===== src/rtl/seq_alu.sv =====
// rtl/seq_alu.sv - sequential 8-bit ALU feeding the CPU flag register
// Single-cycle ops finish at the accept edge; shifts and MUL iterate in SHIFT/MUL states.
module seq_alu #(
  parameter int WIDTH = 8
) (
  input  logic             CLK,
  input  logic             Reset,
  input  logic             start,
  input  logic [3:0]       op,
  input  logic [WIDTH-1:0] A,
  input  logic [WIDTH-1:0] B,
  input  logic             Cin,
  output logic [WIDTH-1:0] result,
  output logic [WIDTH-1:0] result_hi,
  output logic [7:0]       flags,
  output logic             wrflag,
  output logic             done,
  output logic             busy
);

  typedef enum logic [1:0] {IDLE, SHIFT, MUL} state_t;

  state_t     r_state;
  logic [7:0] r_wa;
  logic [7:0] r_wb;
  logic [7:0] r_wh;
  logic [2:0] r_cnt;
  logic [1:0] r_kind;

  logic        w_is_sub;
  logic        w_ci;
  logic [10:0] w_ar;
  logic [7:0]  w_lg;
  logic [7:0]  w_sh_val;
  logic        w_sh_c;
  logic [8:0]  w_mul_sum;
  logic [7:0]  w_mul_hi;
  logic [7:0]  w_mul_lo;

  // Returns {H, V, C, result[7:0]}; subtraction reports borrow in C and H.
  function automatic logic [10:0] f_arith(input logic [7:0] a, input logic [7:0] b,
                                          input logic ci, input logic sub);
    logic [8:0] s;
    logic       h;
    logic       v;
    if (sub) begin
      s = {1'b0, a} - {1'b0, b} - {8'd0, ci};
      h = {1'b0, a[3:0]} < ({1'b0, b[3:0]} + {4'd0, ci});
      v = (a[7] ^ b[7]) & (s[7] ^ a[7]);
    end else begin
      s = {1'b0, a} + {1'b0, b} + {8'd0, ci};
      h = ({1'b0, a[3:0]} + {1'b0, b[3:0]} + {4'd0, ci}) > 5'd15;
      v = ~(a[7] ^ b[7]) & (s[7] ^ a[7]);
    end
    return {h, v, s[8], s[7:0]};
  endfunction

  function automatic logic [7:0] f_flags(input logic [7:0] r, input logic c,
                                         input logic v, input logic h);
    return {2'b00, h, ~^r, v, r[7], ~|r, c};
  endfunction

  always_comb begin
    w_is_sub = op[1] | op[3];
    w_ci     = Cin & op[0] & ~op[3];
    w_ar     = f_arith(A, B, w_ci, w_is_sub);
    w_lg     = 8'd0;
    case (op[1:0])
      2'd0:    w_lg = A & B;
      2'd1:    w_lg = A | B;
      2'd2:    w_lg = A ^ B;
      default: w_lg = ~A;
    endcase
  end

  // One shift step; for ROR the carry equals the bit rotated into bit 7.
  always_comb begin
    w_sh_val = r_wb;
    w_sh_c   = 1'b0;
    case (r_kind)
      2'd0: begin
        w_sh_val = {r_wb[6:0], 1'b0};
        w_sh_c   = r_wb[7];
      end
      2'd1: begin
        w_sh_val = {1'b0, r_wb[7:1]};
        w_sh_c   = r_wb[0];
      end
      default: begin
        w_sh_val = {r_wb[0], r_wb[7:1]};
        w_sh_c   = r_wb[0];
      end
    endcase
  end

  // Shift-add step: multiplier sits in r_wb, product grows into {r_wh, r_wb}.
  always_comb begin
    w_mul_sum = {1'b0, r_wh} + (r_wb[0] ? {1'b0, r_wa} : 9'd0);
    w_mul_hi  = w_mul_sum[8:1];
    w_mul_lo  = {w_mul_sum[0], r_wb[7:1]};
  end

  always_ff @(posedge CLK) begin
    if (Reset) begin
      r_state   <= IDLE;
      r_wa      <= 8'd0;
      r_wb      <= 8'd0;
      r_wh      <= 8'd0;
      r_cnt     <= 3'd0;
      r_kind    <= 2'd0;
      result    <= '0;
      result_hi <= '0;
      flags     <= 8'd0;
      wrflag    <= 1'b0;
      done      <= 1'b0;
      busy      <= 1'b0;
    end else begin
      done   <= 1'b0;
      wrflag <= 1'b0;
      case (r_state)
        IDLE: begin
          if (start) begin
            case (op)
              4'h0, 4'h1, 4'h2, 4'h3: begin
                result    <= w_ar[7:0];
                result_hi <= '0;
                flags     <= f_flags(w_ar[7:0], w_ar[8], w_ar[9], w_ar[10]);
                done      <= 1'b1;
                wrflag    <= 1'b1;
              end
              4'h4, 4'h5, 4'h6, 4'h7: begin
                result    <= w_lg;
                result_hi <= '0;
                flags     <= f_flags(w_lg, 1'b0, 1'b0, 1'b0);
                done      <= 1'b1;
                wrflag    <= 1'b1;
              end
              4'h8, 4'h9, 4'hA: begin
                if (B[2:0] == 3'd0) begin
                  result    <= A;
                  result_hi <= '0;
                  flags     <= f_flags(A, Cin, 1'b0, 1'b0);
                  done      <= 1'b1;
                  wrflag    <= 1'b1;
                end else begin
                  r_wb    <= A;
                  r_kind  <= op[1:0];
                  r_cnt   <= B[2:0];
                  busy    <= 1'b1;
                  r_state <= SHIFT;
                end
              end
              4'hB: begin
                r_wa    <= A;
                r_wb    <= B;
                r_wh    <= 8'd0;
                r_cnt   <= 3'd0;
                busy    <= 1'b1;
                r_state <= MUL;
              end
              4'hC: begin
                flags  <= f_flags(w_ar[7:0], w_ar[8], w_ar[9], w_ar[10]);
                done   <= 1'b1;
                wrflag <= 1'b1;
              end
              4'hD: begin
                result    <= B;
                result_hi <= '0;
                done      <= 1'b1;
              end
              default: done <= 1'b1;
            endcase
          end
        end
        SHIFT: begin
          r_wb  <= w_sh_val;
          r_cnt <= r_cnt - 3'd1;
          if (r_cnt == 3'd1) begin
            result    <= w_sh_val;
            result_hi <= '0;
            flags     <= f_flags(w_sh_val, w_sh_c, 1'b0, 1'b0);
            done      <= 1'b1;
            wrflag    <= 1'b1;
            busy      <= 1'b0;
            r_state   <= IDLE;
          end
        end
        MUL: begin
          r_wh  <= w_mul_hi;
          r_wb  <= w_mul_lo;
          r_cnt <= r_cnt + 3'd1;
          if (&r_cnt) begin
            result    <= w_mul_lo;
            result_hi <= w_mul_hi;
            flags     <= {2'b00, 1'b0, ~^w_mul_lo, |w_mul_hi, w_mul_hi[7],
                          ~|{w_mul_hi, w_mul_lo}, |w_mul_hi};
            done      <= 1'b1;
            wrflag    <= 1'b1;
            busy      <= 1'b0;
            r_state   <= IDLE;
          end
        end
        default: begin
          busy    <= 1'b0;
          r_state <= IDLE;
        end
      endcase
    end
  end

endmodule


===== config.mk =====
export PLATFORM = sky130hd
export DESIGN_NAME = seq_alu
export DESIGN_NICKNAME = d
export VERILOG_FILES = /design/src/rtl/seq_alu.sv
export SDC_FILE = /design/constraint.sdc
export NUM_CORES = 1
export LEC_CHECK = 0
export CAP_MARGIN = 20
export CORE_MARGIN = 1.5
export CORE_UTILIZATION = 40
export DETAILED_ROUTE_END_ITERATION = 7
export PLACE_DENSITY = 0.71
export SYNTH_ARGS = -nofsm -noshare
export SYNTH_HDL_FRONTEND = slang
export SYNTH_SLANG_ARGS = --single-unit

===== constraint.sdc =====
create_clock -name CLK -period 3.95 [get_ports CLK]
set_input_delay 0.79 -clock CLK [delete_from_list [all_inputs] [get_ports CLK]]
set_output_delay 0.79 -clock CLK [all_outputs]
set_load 0.01 [all_outputs]

==> impl_metrics.yaml, run 1 <==
critical_path:
  path_class: "primary input to flop"
  critical_path_arrival_ns: 4.01
  crit_start: "B[2]"
  regToRegStartpoint: "r_wb[0]"
  r2r_slack_ns: 0.74
  reg2reg_depth: 9
  worstPathRequired_ns: 4.12
  worstReg2RegEnd: "flags[2]"
  critical_path.max_fanout: 7
  endpoint: "flags[4]"
  start_kind: "primary input"
  cp-end-kind: "flop"
floorplan:
  rows: 42
  io_pins: 51
  die-area_um2: 14600
  start_util: 0.413
  die_x_um: 121
  core_um2: 13400
  dieHeight_um: 121
finish:
  multi_input_area_um2: 4060
  area_delta_synth_final_pct: 24.0
  seq_area_um2: 1120
  finalInstanceArea_um2: 6870
  final_nets: 908
  fill_cells: 1260
  instances_no_fill: 983
  drive_gt1_frac: 0.171
  n_antenna_cell: 0
synthesis:
  yosys_warnings: 0
  syn_area_per_cell_um2: 7.88
  async_reset_ff_frac: 0
  synth_edf_count: 0
  synth_cell_type_count: 79
  seq_area_frac_synth: 0.202
  synthFlopType: "dfxtp_1"
  netlist_instances: 703
  ys_seq_elements: 56
  synth_area_um2: 5540
place:
  dpl-instance-area_um2: 6640
  placed_cells: 967
  dp_hpwl_um: 13300
  globalplace.congestion: 0.967
  portBuffers: 48
routing:
  via_per_inst: 5.62
  firstDrtPassIters: 5
  wire_per_inst_um: 16.9
  drcViolationCount: 0
  drt_wl_total_um: 16600
  drtIter0Drc: 314
  vias: 5520
  ant_nets: 0
clocking:
  cts_sinks: 56
  cts_tree: "yes"
  clk_latency_ns: 0.31
  clk_pin_slew_ns: 0.08
  cts_hold_buf: 0
  root_buffer: "clkbuf_16"
  htree_levels: 2
  cts.path.max_buffers: 2
  cts_buffers: 5
sta:
  worst_pin_slew_ns: 0.739
  final_max_slew_viol_count: 0
  fin_crit_ns: 3.84
  setup_viol_count_final: 0
  fmax_ghz: 0.260
  final-hold-violation-count: 0
  final.period_utilization: 0.973
  skew_ns: 0.00727
  slew_headroom: 0.508
pwr:
  p_per_area_nw_per_um2: 284
  leakage_uw: 0.00294
  totalPowerFinal_uw: 1950
  ir_worst_vdd_mv: 0.155
grt:
  antenna_found_initial: 0
  grt_util_all_layers: 0.233
  grt_overflow: 0
  grt_max_degree: 52
  met3_usage: 0.0349
  grt_busiest_layer: "met2"
  global_route.usage.met1: 0.289
  grt_pass1_wl_um: 26800
  grt_pass1_vias: 5340
  met2_usage: 0.400
run:
  max_cap_viol_count: 0
hold_path:
  hold_path.class: "flop to flop"
run_status:
  status: "finished clean"
report_power, final:
| part | total [µW] | internal [µW] | switching [µW] |
|---|---|---|---|
| Combinational | 860 | 421 | 439 |
| Sequential | 622 | 594 | 27.9 |
| Clock | 471 | 241 | 230 |
| Total | 1950 | 1260 | 697 |
Yosys cell counts (3+ instances only):
cell type  count  share of area
clkbuf_1      15          0.010
a32oi_1        3         0.0047
a221oi_1       4         0.0063
a211oi_1       7         0.0095
fa_1           5          0.018
buf_2         12          0.011
nor4_1         7         0.0079
a21o_1         4         0.0054
a31oi_1        8         0.0090
a211oi_2       3         0.0068
a21oi_1       63          0.057
nand2b_1       7         0.0079
o311ai_1       7          0.011
inv_1         60          0.041
nand2_1       78          0.053
nor2b_1        5         0.0056
o211ai_1       4         0.0054
dfxtp_1       56           0.20
xor2_1        11          0.017
o22ai_1        3         0.0034
a221o_1        7          0.013
xnor2_1       19          0.030
nand3_1       26          0.023
nor3_1        15          0.014
o211a_1        3         0.0054
or3_1          5         0.0056
mux2i_1       13          0.023
mux4_2         8          0.033
o21ai_1        7         0.0063
ha_1          73           0.16
and2_1        15          0.017
o21ai_0       25          0.023
nor2_1        47          0.032
o21a_1         7         0.0095
nand4_1        7         0.0079
buf_4          6         0.0081
layer usage:
metal / vias up / part of all wire / wire length [µm]
met5: - / 0 / 0
met4: 0 / 0.036 / 606
met3: 44 / 0.064 / 1060
met2: 191 / 0.48 / 7990
met1: 2561 / 0.42 / 6950
li1: 2724 / - / -
area by class of cell:
class / instances / share of cell area
sequential: 56 / 0.163
inverter: 62 / 0.0342
multi-input combinational: 550 / 0.590
tap: 176 / 0.0321
clock inverter: 3 / 0.00364
timing repair buffer: 131 / 0.158
clock buffer: 5 / 0.0182
how the worst min path moves through the flow:
stage	startpoint	end	slack (ns)	cells past startpoint
2_1_floorplan	r_wa[0]	r_wa[0]	0.43	2
3_3_place_gp	r_wa[2]	r_wa[2]	0.44	2
3_5_place_dp	r_wa[5]	r_wa[5]	0.44	2
4_1_cts	r_wa[2]	r_wa[2]	0.46	2
5_1_grt	r_wa[6]	r_wa[6]	0.48	2
6_report	r_wa[7]	r_wa[7]	0.45	2
metrics by stage:
| step | worst slack, ns | hold slack, ns | setup TNS, ns | util |
|---|---|---|---|---|
| 6_report | 0.106 | 0.453 | 0 | 0.513 |
| 5_1_grt | -0.0250 | 0.476 | -0.0250 | 0.513 |
| 4_1_cts | 0.0587 | 0.457 | 0 | 0.509 |
| 3_5_place_dp | -0.564 | 0.445 | -0.681 | 0.496 |
| 3_3_place_gp | -0.450 | 0.439 | -0.528 | 0.496 |
| 2_1_floorplan | -0.0326 | 0.432 | -0.0326 | - |
state kept, by name, indices dropped and copies added, names as in the netlist, 2 cells and up:
register,count
result_hi,8
r_state,2
result,8
r_cnt,3
r_wb,8
r_wh,8
r_wa,8
flags,6
r_kind,2
what timing repair did:
action | 4_1_cts | 5_1_grt
setup buffers | 4 | 4
gates resized for setup | 3 | 16
endpoints found under the setup margin | 1 | 1
pin swaps | 10 | 15
placed cells by master, fill, tap and decap left out, drive strengths merged, types with 3 or more instances in the layout:
cell	count
nor2b	5
a221oi	4
o221ai	3
dfxtp	56
xnor2	19
nand2	79
nor4	7
ha	73
o311ai	8
o21ai	34
fa	5
and2	15
a21o	4
nor3	16
o211ai	4
a211oi	10
o21a	7
o211a	5
clkbuf	8
inv	64
nand3	27
a31oi	9
nand2b	7
o22ai	3
or3	6
mux4	8
a21oi	63
mux2i	13
nor2	49
a221o	7
buf	84
a32oi	3
clkdlybuf4s50	42
nand4	7
xor2	11
worst max-delay path: stages:
cell	delay, ns
clkdlybuf4s50_1	0.56
inv_1	0.09
ha_1	0.42
nand3_1	0.16
and2_1	0.19
o221a_2	0.27
xnor2_1	0.24
a21oi_2	0.11
ha_1	0.33
xnor2_2	0.14
xnor2_1	0.17
o22ai_1	0.11
o311ai_1	0.30
a21oi_1	0.11
kinds of logic (layout without fill, tap and decap cells):
group                    Yosys count  after routing  share of synthesized area
AO/OA/AOI/OAI                    188            188                      0.234
multiplexers                      23             23                     0.0601
XOR/XNOR                          30             30                     0.0474
AND/OR/NAND/NOR                  229            229                      0.198
other                              1              2                   0.000677
adder cells (fa/ha/maj)           78             78                      0.183
buffers and inverters             98            201                     0.0745
flip-flops                        56             56                      0.202
No activity file was read; power rests on OpenSTA's default activity.
==> run 2: changes to the inputs <==
Settings changed: SETUP_SLACK_MARGIN set to 0.1.
==> impl_metrics.yaml, run 2 (synthesized netlist as in run 1, its figures left out) <==
critical_path:
  crit_path_max_incr_delay_ns: 0.45
  path_class: "primary input to flop"
  start_kind: "primary input"
  regToRegStartpoint: "r_wb[0]"
  critical_path_arrival_ns: 3.93
  endpoint: "flags[4]"
  crit_start: "op[0]"
  r2r_slack_ns: 0.71
  cp-end-kind: "flop"
  critical_path.cell_chain: "buf_6, nand2_2, or2_4, inv_4, fa_1, inv_1, ha_2, o21ai_2, a32oi_2, mux2i_2, nor3_2, a21oi_2, ha_4, xnor2_2, xnor2_1, o22ai_1, o311ai_1, a21oi_1"
  critical_path.max_fanout: 3
  worstPathRequired_ns: 4.12
  worstReg2RegEnd: "flags[2]"
  cp_slowest_cell: "fa_1"
  reg2reg_depth: 9
sta:
  setup_viol_count_final: 0
  setup_slack_ns: 0.190
  worst_pin_slew_ns: 0.698
  slew_headroom: 0.522
  setup_tns_ns: 0
  fin_hold_ws_ns: 0.454
  final.period_utilization: 0.952
  fin_crit_ns: 3.76
  final-hold-violation-count: 0
  final_max_slew_viol_count: 0
  fmax_ghz: 0.266
  skew_ns: 0.00619
  grt_setup_unrepaired: "yes"
place:
  dp_hpwl_um: 13300
  placed_cells: 967
  place_worst_setup_slack_ns: -0.564
  portBuffers: 48
  globalplace.congestion: 0.967
clocking:
  root_buffer: "clkbuf_16"
  cts_tree: "yes"
  clk_latency_ns: 0.31
  htree_levels: 2
  cts.path.max_buffers: 2
  cts_hold_buf: 0
  cts_buffers: 5
  clk_pin_slew_ns: 0.08
  cts_sinks: 56
finish:
  layout_commonest_cell: "buf_4"
  layout_common_cells: "buf_4, nand2_1, ha_1"
  n_antenna_cell: 0
  multi_input_area_um2: 4120
  drive_gt1_frac: 0.178
  final_nets: 908
  fill_cells: 1251
  instances_no_fill: 983
  area_delta_synth_final_pct: 25.2
  seq_area_um2: 1120
  finish.utilization: 0.518
routing:
  via_per_inst: 5.62
  drtIter0Drc: 360
  wire_per_inst_um: 17.0
  vias: 5525
  drcViolationCount: 0
  drt_wl_total_um: 16700
  ant_nets: 0
  firstDrtPassIters: 5
grt:
  antenna_found_initial: 0
  grt_overflow: 0
  grt_max_degree: 52
  grt_pass1_wl_um: 26800
  grt_pass1_vias: 5340
  grt_util_all_layers: 0.233
floorplan:
  dieHeight_um: 121
  die_x_um: 121
  io_pins: 51
  rows: 42
  die-area_um2: 14600
  core_um2: 13400
  start_util: 0.413
hold_path:
  hold_path.class: "flop to flop"
run:
  max_cap_viol_count: 0
run_status:
  status: "finished clean"
pwr:
  p_per_area_nw_per_um2: 285
  leakage_uw: 0.00294
  ir_worst_vdd_mv: 0.156
## run 2: worst min-delay path by stage
stage               cells after the start    start       to  slack, ns
floorplan                               2  r_wa[0]  r_wa[0]       0.43
CTS                                     2  r_wa[2]  r_wa[2]       0.46
finish                                  2  r_wa[7]  r_wa[7]       0.45
global placement                        2  r_wa[2]  r_wa[2]       0.44
global route                            2  r_wa[6]  r_wa[6]       0.48
detailed placement                      2  r_wa[5]  r_wa[5]       0.44
## run 2: metal layers
metal | part of all wire | track usage
met2 | 0.49 | 0.400
met1 | 0.41 | 0.289
met5 | 0 | 0
met4 | 0.032 | 0.100
met3 | 0.074 | 0.0349
## run 2: critical path, delay by kind of cell
family | cells | cell delay [ns]
and+or+nand+nor | 3 | 0.39
AOI/OAI and AO/OA | 6 | 1.08
buffers and inverters | 3 | 0.22
adders and majority gates | 3 | 0.85
muxes | 1 | 0.30
xor gates and xnor gates | 2 | 0.30
## run 2: final cells by class
class                           count  share of cell area
Multi-Input combinational cell    550               0.593
Sequential cell                    56               0.162
Timing Repair Buffer              131               0.158
Inverter                           62              0.0339
Tap cell                          176              0.0317
Clock buffer                        5              0.0180
Clock inverter                      3             0.00361
## run 2: where the power goes
part / internal, µW / leakage, µW / switching (µW)
Combinational: 436 / 0.00241 / 447
Clock: 241 / 0.0000708 / 230
Sequential: 594 / 0.000455 / 27.9
Total: 1270 / 0.00294 / 705
## run 2: what timing repair did
action,in CTS,in global routing
pin swaps,10,17
resized for setup,6,24
endpoints found under the setup margin,1,1
setup buffers,4,4
## run 2: per-stage QoR
step                      cell area [µm²]  total power (µW)
after floorplan                      5590              1140
after global placement               6640              1430
after detailed placement             6640              1440
after CTS                            6820              1920
after global routing                 6940              2080
final                                6940              1980
==> run 3: changes to the inputs <==
Settings changed: CTS_BUF_LIST set to sky130_fd_sc_hd__clkbuf_4 sky130_fd_sc_hd__clkbuf_8, HOLD_SLACK_MARGIN set to 0.1.
==> impl_metrics.yaml, run 3 (synthesized netlist as in run 1, its figures left out) <==
floorplan:
  die-area_um2: 14600
  dieHeight_um: 121
  start_util: 0.413
  rows: 42
  io_pins: 51
  core_um2: 13400
  die_x_um: 121
place:
  globalplace.congestion: 0.967
  dpl-instance-area_um2: 6640
  place_worst_setup_slack_ns: -0.564
  portBuffers: 48
  placed_cells: 967
  dp_hpwl_um: 13300
routing:
  vias: 5562
  wire_per_inst_um: 17.1
  firstDrtPassIters: 5
  drt_wl_total_um: 16800
  ant_nets: 0
  drcViolationCount: 0
  via_per_inst: 5.66
  drtIter0Drc: 415
critical_path:
  critical_path_arrival_ns: 3.96
  start_kind: "primary input"
  critical_path.cell_chain: "buf_6, nand2_2, or2_4, inv_4, fa_1, inv_1, ha_2, o21ai_2, a32oi_2, mux2i_2, nor3_2, a21oi_2, ha_4, xnor2_2, xnor2_1, o22ai_1, o311ai_1, a21oi_1"
  cp-end-kind: "flop"
  critical_path.max_fanout: 3
  worstPathRequired_ns: 4.15
  path_class: "primary input to flop"
  crit_path_max_incr_delay_ns: 0.45
  cp_slowest_cell: "fa_1"
  r2r_slack_ns: 0.67
pwr:
  p_sw_uw: 697
  seqPwrFrac: 0.335
  power.share.clock: 0.188
  p_per_area_nw_per_um2: 270
  leakage_uw: 0.00293
  intPower_uw: 1160
  p_comb_frac: 0.477
  switching_share: 0.375
  ir_worst_vdd_mv: 0.130
clocking:
  clk_pin_slew_ns: 0.12
  cts_buffers: 5
  cts.path.max_buffers: 2
  clk_latency_ns: 0.33
  htree_levels: 2
  cts_sinks: 56
  root_buffer: "clkbuf_8"
  cts_tree: "yes"
finish:
  drive_gt1_frac: 0.180
  layout_commonest_cell: "buf_4"
  layout_common_cells: "buf_4, nand2_1, ha_1"
  area_delta_synth_final_pct: 24.4
  finish.utilization: 0.514
  n_antenna_cell: 0
  instances_no_fill: 983
  finalInstanceArea_um2: 6890
  final_nets: 908
grt:
  antenna_found_initial: 0
  grt_overflow: 0
  grt_pass1_vias: 5310
  grt_max_degree: 52
  grt_pass1_wl_um: 26800
  grt_util_all_layers: 0.232
run_status:
  status: "finished clean"
sta:
  skew_ns: 0.00805
  setup_tns_ns: 0
  final_max_slew_viol_count: 0
  setup_slack_ns: 0.188
  worst_pin_slew_ns: 0.729
  slew_headroom: 0.501
  fmax_ghz: 0.266
  final-hold-violation-count: 0
  fin_crit_ns: 3.76
  grt_setup_unrepaired: "yes"
  final.period_utilization: 0.952
  setup_viol_count_final: 0
hold_path:
  hold_path.class: "flop to flop"
run:
  max_cap_viol_count: 0
[run 3: changes by cell type in the layout (fill, tap and decap cells not counted)]
cell             previous run  this run
ha_2                        2         3
clkdlybuf4s15_1             1         0
dlymetal6s2s_1              0         2
dlygate4sd2_1               1         0
ha_1                       68        67
clkbuf_16                   5         0
clkbuf_8                    0         5
[run 3: power groups by stage]
stage | Clock [µW] | Combinational [µW] | Sequential (µW)
after floorplan | 0 | 510 | 635
after detailed placement | 0 | 808 | 635
final | 349 | 886 | 623
after global placement | 0 | 799 | 635
after CTS | 350 | 822 | 622
after global routing | 364 | 962 | 626
[run 3: path summary, 6_finish.rpt]
path / depth (start not counted) / endpoint / start
worst min-delay path: 2 / r_wa[2] / r_wa[2]
worst min register to register: 2 / r_wa[2] / r_wa[2]
worst max register to register: 9 / flags[2] / r_wb[0]
worst max-delay path: 18 / flags[4] / op[0]
[run 3: critical path, delay by kind of cell]
| family | cells | cell delay (ns) |
|---|---|---|
| compound gates | 6 | 1.08 |
| simple gates | 3 | 0.39 |
| fa+ha+maj | 3 | 0.86 |
| buf+inv | 3 | 0.23 |
| xor+xnor | 2 | 0.30 |
| mux | 1 | 0.31 |
[run 3: layout make-up]
| type | instances | area (µm²) |
|---|---|---|
| fillers | 1261 | 6510 |
| multi-input cells | 550 | 4120 |
| flip-flops and latches | 56 | 1120 |
| repair buffers | 131 | 1100 |
| inverters | 62 | 235 |
| well taps | 176 | 220 |
| clock buffers | 5 | 68.8 |
| clock inverters | 3 | 25.0 |
[run 3: stage by stage]
| step | total power (µW) | hold WS (ns) |
|---|---|---|
| floorplan | 1140 | 0.432 |
| global placement | 1430 | 0.439 |
| detailed placement | 1440 | 0.445 |
| CTS | 1790 | 0.461 |
| global route | 1950 | 0.481 |
| finish | 1860 | 0.460 |
[run 3: what timing repair did]
action,4_1_cts,5_1_grt
resized for setup,4,26
setup buffers,4,4
hold buffers,0,0
setup endpoints to repair,1,1
pin swaps,10,17
[run 3: routing by layer]
metal,track usage,vias to the layer above,share of wire
met4,0.0985,0,0.039
met2,0.398,227,0.48
met1,0.292,2568,0.41
li1,-,2714,-
met5,0,-,0
met3,0.0316,53,0.069
